[src/rtl/sx_pkg.sv]
// Shared types for the destination router: route-table entry layout, FSM states
// and the single-entry match rule.
package sx_pkg;

    localparam int SX_KEY_MAX  = 32;
    localparam int SX_DEST_MAX = 8;

    typedef struct packed {
        logic                   en;
        logic [SX_KEY_MAX-1:0]  key;
        logic [SX_KEY_MAX-1:0]  mask;
        logic [SX_DEST_MAX-1:0] dest;
    } sx_route_entry_t;

    typedef enum logic [1:0] {
        HEAD = 2'd0,
        PASS = 2'd1,
        DROP = 2'd2
    } sx_rt_state_t;

    // An entry whose destination is outside the crossbar never matches.
    function automatic logic sx_key_hit(input sx_route_entry_t e,
                                        input logic [SX_KEY_MAX-1:0] key,
                                        input logic [SX_DEST_MAX-1:0] dest_limit);
        return e.en && (((key ^ e.key) & e.mask) == '0) && (e.dest < dest_limit);
    endfunction

endpackage

[src/rtl/sx_dest_router_table.sv]
// Programmable match table: registered entries with a one-entry-per-cycle write
// port and a combinational lowest-index-wins lookup against the stored contents.
module sx_route_table
    import sx_pkg::*;
#(
    parameter int KEY_WIDTH    = 8,
    parameter int M_DATA_COUNT = 10,
    parameter int TABLE_DEPTH  = 8,
    localparam int DEST_WIDTH  = $clog2(M_DATA_COUNT),
    localparam int AW          = $clog2(TABLE_DEPTH)
) (
    input  logic                  clk,
    input  logic                  reset_n,
    input  logic                  cfg_wr_i,
    input  logic [AW-1:0]         cfg_addr_i,
    input  logic                  cfg_en_i,
    input  logic [KEY_WIDTH-1:0]  cfg_key_i,
    input  logic [KEY_WIDTH-1:0]  cfg_mask_i,
    input  logic [DEST_WIDTH-1:0] cfg_dest_i,
    input  logic [KEY_WIDTH-1:0]  lookup_key_i,
    output logic                  hit_o,
    output logic [DEST_WIDTH-1:0] dest_o
);

    sx_route_entry_t        r_table [TABLE_DEPTH];
    logic [SX_KEY_MAX-1:0]  w_key_ext;
    logic [SX_DEST_MAX-1:0] w_dest_wide;
    logic                   w_hit;

    always_ff @(posedge clk or negedge reset_n) begin
        if (!reset_n) begin
            for (int i = 0; i < TABLE_DEPTH; i++) begin
                r_table[i] <= '0;
            end
        end else if (cfg_wr_i && (int'(cfg_addr_i) < TABLE_DEPTH)) begin
            r_table[cfg_addr_i] <= '{en:   cfg_en_i,
                                     key:  SX_KEY_MAX'(cfg_key_i),
                                     mask: SX_KEY_MAX'(cfg_mask_i),
                                     dest: SX_DEST_MAX'(cfg_dest_i)};
        end
    end

    assign w_key_ext = SX_KEY_MAX'(lookup_key_i);

    // Scan from the top so the lowest matching index is the last one written.
    always_comb begin
        w_hit       = 1'b0;
        w_dest_wide = '0;
        for (int i = TABLE_DEPTH - 1; i >= 0; i--) begin
            if (sx_key_hit(r_table[i], w_key_ext, SX_DEST_MAX'(M_DATA_COUNT))) begin
                w_hit       = 1'b1;
                w_dest_wide = r_table[i].dest;
            end
        end
    end

    assign hit_o  = w_hit;
    assign dest_o = DEST_WIDTH'(w_dest_wide);

endmodule

[src/rtl/sx_dest_router.sv]
// Ingress router: looks up the head beat of each packet, stamps tdest on every
// beat through a single output register, and silently drops unmatched packets.
module sx_dest_router
    import sx_pkg::*;
#(
    parameter int DATA_WIDTH   = 8,
    parameter int M_DATA_COUNT = 10,
    parameter int KEY_LSB      = 0,
    parameter int KEY_WIDTH    = 8,
    parameter int TABLE_DEPTH  = 8,
    parameter int CNT_WIDTH    = 16,
    localparam int DEST_WIDTH  = $clog2(M_DATA_COUNT),
    localparam int AW          = $clog2(TABLE_DEPTH),
    localparam int KW          = DATA_WIDTH / 8
) (
    input  logic                  clk,
    input  logic                  reset_n,
    input  logic [DATA_WIDTH-1:0] s_axis_data_i,
    input  logic [KW-1:0]         s_axis_keep_i,
    input  logic                  s_axis_last_i,
    input  logic                  s_axis_valid_i,
    output logic                  s_axis_ready_o,
    output logic [DATA_WIDTH-1:0] m_axis_data_o,
    output logic [DEST_WIDTH-1:0] m_axis_dest_o,
    output logic [KW-1:0]         m_axis_keep_o,
    output logic                  m_axis_last_o,
    output logic                  m_axis_valid_o,
    input  logic                  m_axis_ready_i,
    input  logic                  cfg_wr_i,
    input  logic [AW-1:0]         cfg_addr_i,
    input  logic                  cfg_en_i,
    input  logic [KEY_WIDTH-1:0]  cfg_key_i,
    input  logic [KEY_WIDTH-1:0]  cfg_mask_i,
    input  logic [DEST_WIDTH-1:0] cfg_dest_i,
    output logic [CNT_WIDTH-1:0]  drop_cnt_o,
    output sx_rt_state_t          dbg_state_o
);

    // Handshake: a beat moves on a rising clk edge where valid && ready; valid and
    // payload are held by the sender until taken, and ready never waits on valid.

    sx_rt_state_t          r_state, w_next;
    logic                  r_m_valid;
    logic [DATA_WIDTH-1:0] r_m_data;
    logic [DEST_WIDTH-1:0] r_m_dest;
    logic [KW-1:0]         r_m_keep;
    logic                  r_m_last;
    logic [DEST_WIDTH-1:0] r_dest;
    logic [CNT_WIDTH-1:0]  r_drop_cnt;

    logic [KEY_WIDTH-1:0]  w_key;
    logic                  w_hit;
    logic [DEST_WIDTH-1:0] w_hit_dest;
    logic                  w_out_free;
    logic                  w_ready;
    logic                  w_fwd;
    logic                  w_drop;
    logic [DEST_WIDTH-1:0] w_fwd_dest;

    assign w_key = s_axis_data_i[KEY_LSB +: KEY_WIDTH];

    sx_route_table #(
        .KEY_WIDTH   (KEY_WIDTH),
        .M_DATA_COUNT(M_DATA_COUNT),
        .TABLE_DEPTH (TABLE_DEPTH)
    ) u_table (
        .clk         (clk),
        .reset_n     (reset_n),
        .cfg_wr_i    (cfg_wr_i),
        .cfg_addr_i  (cfg_addr_i),
        .cfg_en_i    (cfg_en_i),
        .cfg_key_i   (cfg_key_i),
        .cfg_mask_i  (cfg_mask_i),
        .cfg_dest_i  (cfg_dest_i),
        .lookup_key_i(w_key),
        .hit_o       (w_hit),
        .dest_o      (w_hit_dest)
    );

    assign w_out_free = !r_m_valid || m_axis_ready_i;

    // A head that misses is consumed even when the output register is occupied.
    always_comb begin
        w_next = r_state;
        w_ready = w_out_free;
        w_fwd  = 1'b0;
        w_drop = 1'b0;
        case (r_state)
            HEAD: begin
                w_ready = w_out_free || !w_hit;
                if (s_axis_valid_i && w_ready) begin
                    if (w_hit) begin
                        w_fwd = 1'b1;
                        if (!s_axis_last_i) w_next = PASS;
                    end else begin
                        w_drop = 1'b1;
                        if (!s_axis_last_i) w_next = DROP;
                    end
                end
            end
            PASS: begin
                if (s_axis_valid_i && w_out_free) begin
                    w_fwd = 1'b1;
                    if (s_axis_last_i) w_next = HEAD;
                end
            end
            DROP: begin
                w_ready = 1'b1;
                if (s_axis_valid_i && s_axis_last_i) w_next = HEAD;
            end
            default: w_next = HEAD;
        endcase
    end

    assign w_fwd_dest = (r_state == HEAD) ? w_hit_dest : r_dest;

    always_ff @(posedge clk or negedge reset_n) begin
        if (!reset_n) begin
            r_state <= HEAD;
        end else begin
            r_state <= w_next;
        end
    end

    always_ff @(posedge clk or negedge reset_n) begin
        if (!reset_n) begin
            r_m_valid <= 1'b0;
            r_m_data  <= '0;
            r_m_dest  <= '0;
            r_m_keep  <= '0;
            r_m_last  <= 1'b0;
            r_dest    <= '0;
        end else begin
            if (w_fwd) begin
                r_m_valid <= 1'b1;
                r_m_data  <= s_axis_data_i;
                r_m_dest  <= w_fwd_dest;
                r_m_keep  <= s_axis_keep_i;
                r_m_last  <= s_axis_last_i;
            end else if (m_axis_ready_i) begin
                r_m_valid <= 1'b0;
            end
            if (w_fwd && (r_state == HEAD)) begin
                r_dest <= w_hit_dest;
            end
        end
    end

    always_ff @(posedge clk or negedge reset_n) begin
        if (!reset_n) begin
            r_drop_cnt <= '0;
        end else if (w_drop && (r_drop_cnt != '1)) begin
            r_drop_cnt <= r_drop_cnt + 1'b1;
        end
    end

    assign s_axis_ready_o = w_ready;
    assign m_axis_valid_o = r_m_valid;
    assign m_axis_data_o  = r_m_data;
    assign m_axis_dest_o  = r_m_dest;
    assign m_axis_keep_o  = r_m_keep;
    assign m_axis_last_o  = r_m_last;
    assign drop_cnt_o     = r_drop_cnt;
    assign dbg_state_o    = r_state;

endmodule

[config.mk]
export PLATFORM = sky130hd
export DESIGN_NAME = sx_dest_router
export DESIGN_NICKNAME = d
export VERILOG_FILES = /design/src/rtl/sx_pkg.sv /design/src/rtl/sx_dest_router_table.sv /design/src/rtl/sx_dest_router.sv
export SDC_FILE = /design/constraint.sdc
export NUM_CORES = 1
export LEC_CHECK = 0
export ABC_CLOCK_PERIOD_IN_PS = 3100
export CAP_MARGIN = 20
export CORE_ASPECT_RATIO = 2
export CORE_MARGIN = 1.5
export CORE_UTILIZATION = 58
export CTS_CLUSTER_SIZE = 14
export DETAILED_ROUTE_END_ITERATION = 12
export PLACE_DENSITY = 0.77
export SLEW_MARGIN = 40
export SYNTH_ARGS = -nofsm -noshare
export SYNTH_HDL_FRONTEND = slang
export SYNTH_SLANG_ARGS = --single-unit
[constraint.sdc]
create_clock -name clk -period 3.1 [get_ports clk]
set_input_delay 0.31 -clock clk [delete_from_list [all_inputs] [get_ports clk]]
set_output_delay 0.31 -clock clk [all_outputs]
set_load 0.005 [all_outputs]
Word-level counts from Yosys, hierarchy flattened
Index checks and enable logic that the tools add are counted.
W data, S select, Z words.

storage, ports and cells
  register bits after elaboration = 621
  output and inout port bits = 34
  logic and storage cells = 151

operators by class
  add/subtract/negate cells = 1
  $lt $le $gt $ge = 10
  equality and inequality tests = 8
  multiplexer cells = 38
  bitwise gates (word level) = 17
  reduce and logical (&&, ||, !) cells = 37

operators by type and width
  operator                 number
  $bwmux W584              1
  $and A32 B32 Y32         8
  $logic_not A32 Y1        8
  $xor A8 B32 Y32          8
  $demux W73 S3            1
  $mux W73                 1
  $lt A8 B4 Y1 const B     8
  $mux W4                  9
  $logic_and A1 B1 Y1      22
  $add A16 B1 Y16 const B  1
  $mux W1                  16
  $ne A16 B16 Y1 const B   1
  $mux W2                  7
  $ne A2 B2 Y1 const B     5
  $pmux W2 S3              1
  $reduce_and A5 Y1        1
  $ge A4 B4 Y1 const B     1
  $lt A4 B1 Y1 const B     1
  $not A3 Y4               1
  $pmux W1 S2              2
  $eq A2 B1 Y1 const B     1
  $eq A2 B2 Y1 const B     1
  $logic_not A1 Y1         2
  $logic_not A2 Y1         1
  2 further kinds          3

Depth between registers and ports, before layout
  depth in word-level cells = 19
  depth in mapped cells = 10
  gate-level depth less buffers = 9

Modules after synthesis
From an unflattened synthesis, not the netlist that was laid out.

unflattened totals
  cells, all modules = 699
  area total of the unflattened synthesis = 9361.5 µm²

modules (own cells, without submodules)
  module          times used  cells an instance  area each (µm²)  seq. area each (µm²)
  sx_route_table  1           564                7658.6           4204.0
  sx_dest_router  1           135                1702.9           925.9

Worst setup path after synthesis
Ideal clock, no wire load.

  path kind = input port to flip-flop
  start = input s_axis_data_i[6]
  end = register r_m_data[0], in the netlist m_axis_data_o[0]
  setup time = 0.128 ns
  arrival = 2.273 ns
  required time = 2.972 ns
  slack = 0.699 ns
  stages = 9
  buffers on the path = 2
  cell sequence = buf_6 xor2_1 a222oi_1 nand4_2 nand3_2 nor4_4 a311oi_2 buf_4 mux2_1

between the ends
  cells in the longest elaborated chain, start to end = 18
  elaborated cells between the ends (all ways) = 54
  classes of those cells = 11 x mux; 16 x bitwise; 27 x reduce/logical

RTL lines
  what                               RTL line                    source
  start: declaration                 sx_dest_router.sv:18        input logic [DATA_WIDTH-1:0] s_axis_data_i,
  $xor A8 B32 Y32                    sx_pkg.sv:25                return e.en && (((key ^ e.key) & e.mask) == '0) && (e.dest < dest_limit);
  $and A32 B32 Y32                   sx_pkg.sv:25
  $logic_not A32 Y1                  sx_pkg.sv:25
  $logic_and A1 B1 Y1 (2 in series)  sx_pkg.sv:25
  $mux W1 (7 in series)              sx_dest_router_table.sv:50  if (sx_key_hit(r_table[i], w_key_ext, SX_DEST_MAX'(M_DATA_COUNT))) begin
  $mux W1 *                          sx_dest_router_table.sv:50
  $logic_not A1 Y1                   sx_dest_router.sv:90        w_ready = w_out_free || !w_hit;
  $logic_or A1 B1 Y1                 sx_dest_router.sv:90
  $logic_and A1 B1 Y1                sx_dest_router.sv:91        if (s_axis_valid_i && w_ready) begin
  $mux W1 *                          sx_dest_router.sv:91
  $pmux W1 S2 *                      sx_dest_router.sv:88        case (r_state)
  end signal: assignment             sx_dest_router.sv:136       r_m_data <= s_axis_data_i;
  end: declaration                   sx_dest_router.sv:44        logic [DATA_WIDTH-1:0] r_m_data;

Mark *: on every way between the ends. The rest lies on a longest branch, timed or not.
A chain may end at the register's enable or synchronous reset.

Worst setup path after layout
  start = input s_axis_data_i[7]
  end = output s_axis_ready_o

between the ends
  cells in the longest elaborated chain, start to end = 16
  elaborated cells between the ends (all ways) = 51
  classes of those cells = 9 x mux; 16 x bitwise; 26 x reduce/logical

RTL lines
  what                               RTL line                    source
  $xor A8 B32 Y32                    sx_pkg.sv:25
  $and A32 B32 Y32                   sx_pkg.sv:25
  $logic_not A32 Y1                  sx_pkg.sv:25
  $logic_and A1 B1 Y1 (2 in series)  sx_pkg.sv:25
  $mux W1 (7 in series)              sx_dest_router_table.sv:50
  $mux W1 *                          sx_dest_router_table.sv:50
  $logic_not A1 Y1 *                 sx_dest_router.sv:90
  $logic_or A1 B1 Y1 *               sx_dest_router.sv:90
  $pmux W1 S2 *                      sx_dest_router.sv:88
  end: declaration                   sx_dest_router.sv:22        output logic s_axis_ready_o,

Marked as above.

==> impl_metrics.env <==
export IMPL_portBuffers=72
export IMPL_synthTopCellsByArea="dfrtp_1 55%, mux2_2 20%, xor2_1 6.2%"
export IMPL_maxCapViolCount=0
export IMPL_wl_per_cell_um=23.2
export IMPL_vias=6204
export IMPL_rsz0062_at_grt="no"
export IMPL_ys_types=57
export IMPL_routabilityCongestion=0.930
export IMPL_dieHeight_um=182
export IMPL_synth_top_area_share_pct=55.2
export IMPL_ys_seq_area_share_pct=55.2
export IMPL_power_leakage_nw=4.98
export IMPL_power_w=0.00826
export IMPL_area_growth_pct=20.9
export IMPL_yosysMostFrequentCell="dfrtp_1"
export IMPL_worst_pin_slew_ns=0.777
export IMPL_dp_hpwl_mm=17.1
export IMPL_synthArstFlopShare_pct=100
export IMPL_cp_start_kind="primary input"
export IMPL_finalMaxSlewViolations=0
export IMPL_nets=864
export IMPL_multi_input_area_mm2=0.00400
export IMPL_row_count=65
export IMPL_path_class="in2out"
export IMPL_power_density_mw_per_mm2=736
export IMPL_p_switching_w=0.00241
export IMPL_finalCritPeriodShare_pct=95.2
export IMPL_skew_ns=0.0167
export IMPL_grt_use_total_pct=30.2
export IMPL_cts_tree="yes"
export IMPL_synthTopCellsByCount="205 x dfrtp_1, 162 x mux2_2, 66 x xor2_1"
export IMPL_ff_latch_area_mm2=0.00513
export IMPL_dpl_cell_count=1001
export IMPL_ys_seq_elements=205
export IMPL_grt_pass1_wl_mm=38.2
export IMPL_grt_antenna_before_repair=0
export IMPL_synth_fp_nets=747
export IMPL_ios=73
export IMPL_crit_fanout=6
export IMPL_combPwrFrac_pct=26.8
export IMPL_start_util_pct=59.2
export IMPL_n_antenna_cell=0
export IMPL_synth_edf_count=0
export IMPL_min_period_ns=2.95
export IMPL_cp_required_ns=2.79
export IMPL_final_setup_viol_count=0
export IMPL_path_clk_slew_ns=0.06
export IMPL_drive_gt1_share_pct=31.5
export IMPL_synthesis_instances=707
export IMPL_fmax_mhz=339
export IMPL_syn_cell_area_mm2=0.00929
export IMPL_clk_latency_ns=0.49
export IMPL_cts_sinks=205
export IMPL_peakVddDrop_uv=566
export IMPL_syn_avg_cell_area_um2=13.1
export IMPL_dieArea_mm2=0.0168
export IMPL_drc=0
export IMPL_n_fill_cell=1101
export IMPL_power_frac_seq_pct=45.7
export IMPL_crit_path_end_kind="output pin"
export IMPL_holdWs_ns=0.355
export IMPL_numCtsBuffers=19
export IMPL_cts_path_max_buffers=3
export IMPL_overflow=0
export IMPL_drtIter0Drc=317
export IMPL_core_area_mm2=0.0157
export IMPL_clkPwrFrac_pct=27.5
export IMPL_htreeDepth=1
export IMPL_p_sw_share_pct=29.2
export IMPL_grt_max_degree=96
export IMPL_ys_flop_type="dfrtp_1"
export IMPL_fin_cells=1033
export IMPL_dr_pass1_iters=4
export IMPL_via_per_inst=6.01
export IMPL_outcome="finished, final reports clean"
export IMPL_internal_power_w=0.00585
export IMPL_cts_root_buf="clkbuf_16"
export IMPL_layout_setup_ws_ns=0.149
export IMPL_hold_viol_final=0
export IMPL_die_w_um=92.5
export IMPL_arrival_ns=2.64
export IMPL_synth_top_area_cell="dfrtp_1"
export IMPL_synth_warnings=0
export IMPL_routed_wl_mm=23.9
export IMPL_slew_headroom_pct=48.2
export IMPL_place_ws_ns=-0.413
export IMPL_ant_nets=0
export IMPL_hp_class="in2reg"
export IMPL_grt_pass1_vias=7056
==> per-stage QoR <==
step | area (um2) | util (%) | TNS, ns
floorplan | 9290 | - | 0
global placement | 10600 | 67.4 | -5.13
detailed placement | 10600 | 67.4 | -5.72
CTS | 11200 | 71.6 | 0
global route | 11200 | 71.6 | 0
finish | 11200 | 71.6 | 0
==> routing by layer <==
metal	global-route usage [%]	routed length [um]	vias to the layer above
li1	-	-	2767
met1	31.0	7990	3163
met2	55.2	13400	197
met3	4.10	940	77
met4	20.8	1590	0
met5	0	0	-
==> power groups by stage <==
stage	clock network (W)	registers, W	logic [W]
after detailed placement	0	0.00380	0.00220
after CTS	0.00232	0.00376	0.00222
final	0.00228	0.00377	0.00221
after global routing	0.00241	0.00385	0.00240
after floorplan	0	0.00368	0.00125
after global placement	0	0.00376	0.00212
==> final timing paths <==
path,endpoint,depth (start not counted),startpoint,slack [ns]
max,s_axis_ready_o,11,s_axis_data_i[7],0.15
min,m_axis_data_o[6]$_DFFE_PN0P_,2,s_axis_data_i[6],0.36
max reg2reg,m_axis_data_o[3]$_DFFE_PN0P_,8,u_table.r_table[44]$_DFFE_PN0P_,0.40
min reg2reg,m_axis_data_o[1]$_DFFE_PN0P_,1,m_axis_data_o[1]$_DFFE_PN0P_,0.49
max in group asynchronous,m_axis_data_o[3]$_DFFE_PN0P_,3,reset_n,1.82
min in group asynchronous,drop_cnt_o[11]$_DFFE_PN0P_,2,reset_n,0.40
==> critical path, cell delays in order <==
cell	delay, ns
clkdlybuf4s50_1	0.43
buf_6	0.16
xor2_2	0.18
a22o_1	0.31
a221oi_2	0.30
and3_1	0.26
nor2_1	0.07
and2_0	0.16
nor2_1	0.10
o21ai_1	0.08
dlygate4sd2_1	0.27
==> kinds of logic after synthesis <==
family	count (synthesis)	synth area share (%)
compound gates	90	7.11
xor+xnor	79	7.53
fa+ha+maj	1	0.135
buf+inv	44	2.25
flops	205	55.2
mux	171	20.7
simple gates	117	7.01
==> state kept, by name (all words and copies together) (netlist names) <==
register / count
drop_cnt_o: 16
m_axis_dest_o: 4
u_table.r_table: 168
m_axis_last_o: 1
m_axis_keep_o: 1
r_dest: 4
m_axis_valid_o: 1
dbg_state_o: 2
m_axis_data_o: 8
==> cell usage in the layout, fill, tap and decap left out, drive strengths merged, types with 3 or more instances in the layout <==
master,instances
a211o,7
a211oi,4
a21oi,7
a222oi,6
a22o,4
a22oi,18
and2,4
and3,7
and4,4
buf,55
clkbuf,26
clkdlybuf4s50,66
dfrtp,205
dlygate4sd2,5
inv,14
mux2,171
nand2,33
nand2b,8
nand3,17
nand4,5
nand4b,4
nor2,18
nor3,6
o211a,4
o21ai,20
o22ai,3
o31ai,3
xnor2,13
xor2,66
==> layout make-up <==
| cell class | instances | share of cell area [%] |
|---|---|---|
| Multi-Input combinational cell | 458 | 35.6 |
| Tap cell | 201 | 2.24 |
| Timing Repair Buffer | 127 | 10.8 |
| Inverter | 13 | 0.434 |
| Sequential cell | 205 | 45.7 |
| Clock buffer | 26 | 4.91 |
| Clock inverter | 3 | 0.390 |
==> what timing repair did <==
item | CTS | global route
gates resized for setup | 13 | 0
setup buffers | 2 | 0
hold buffers | 1 | 0
setup endpoints to repair | 1 | 0
hold endpoints to repair | 93 | 0
Note: power is estimated with default switching activity, not from simulation.
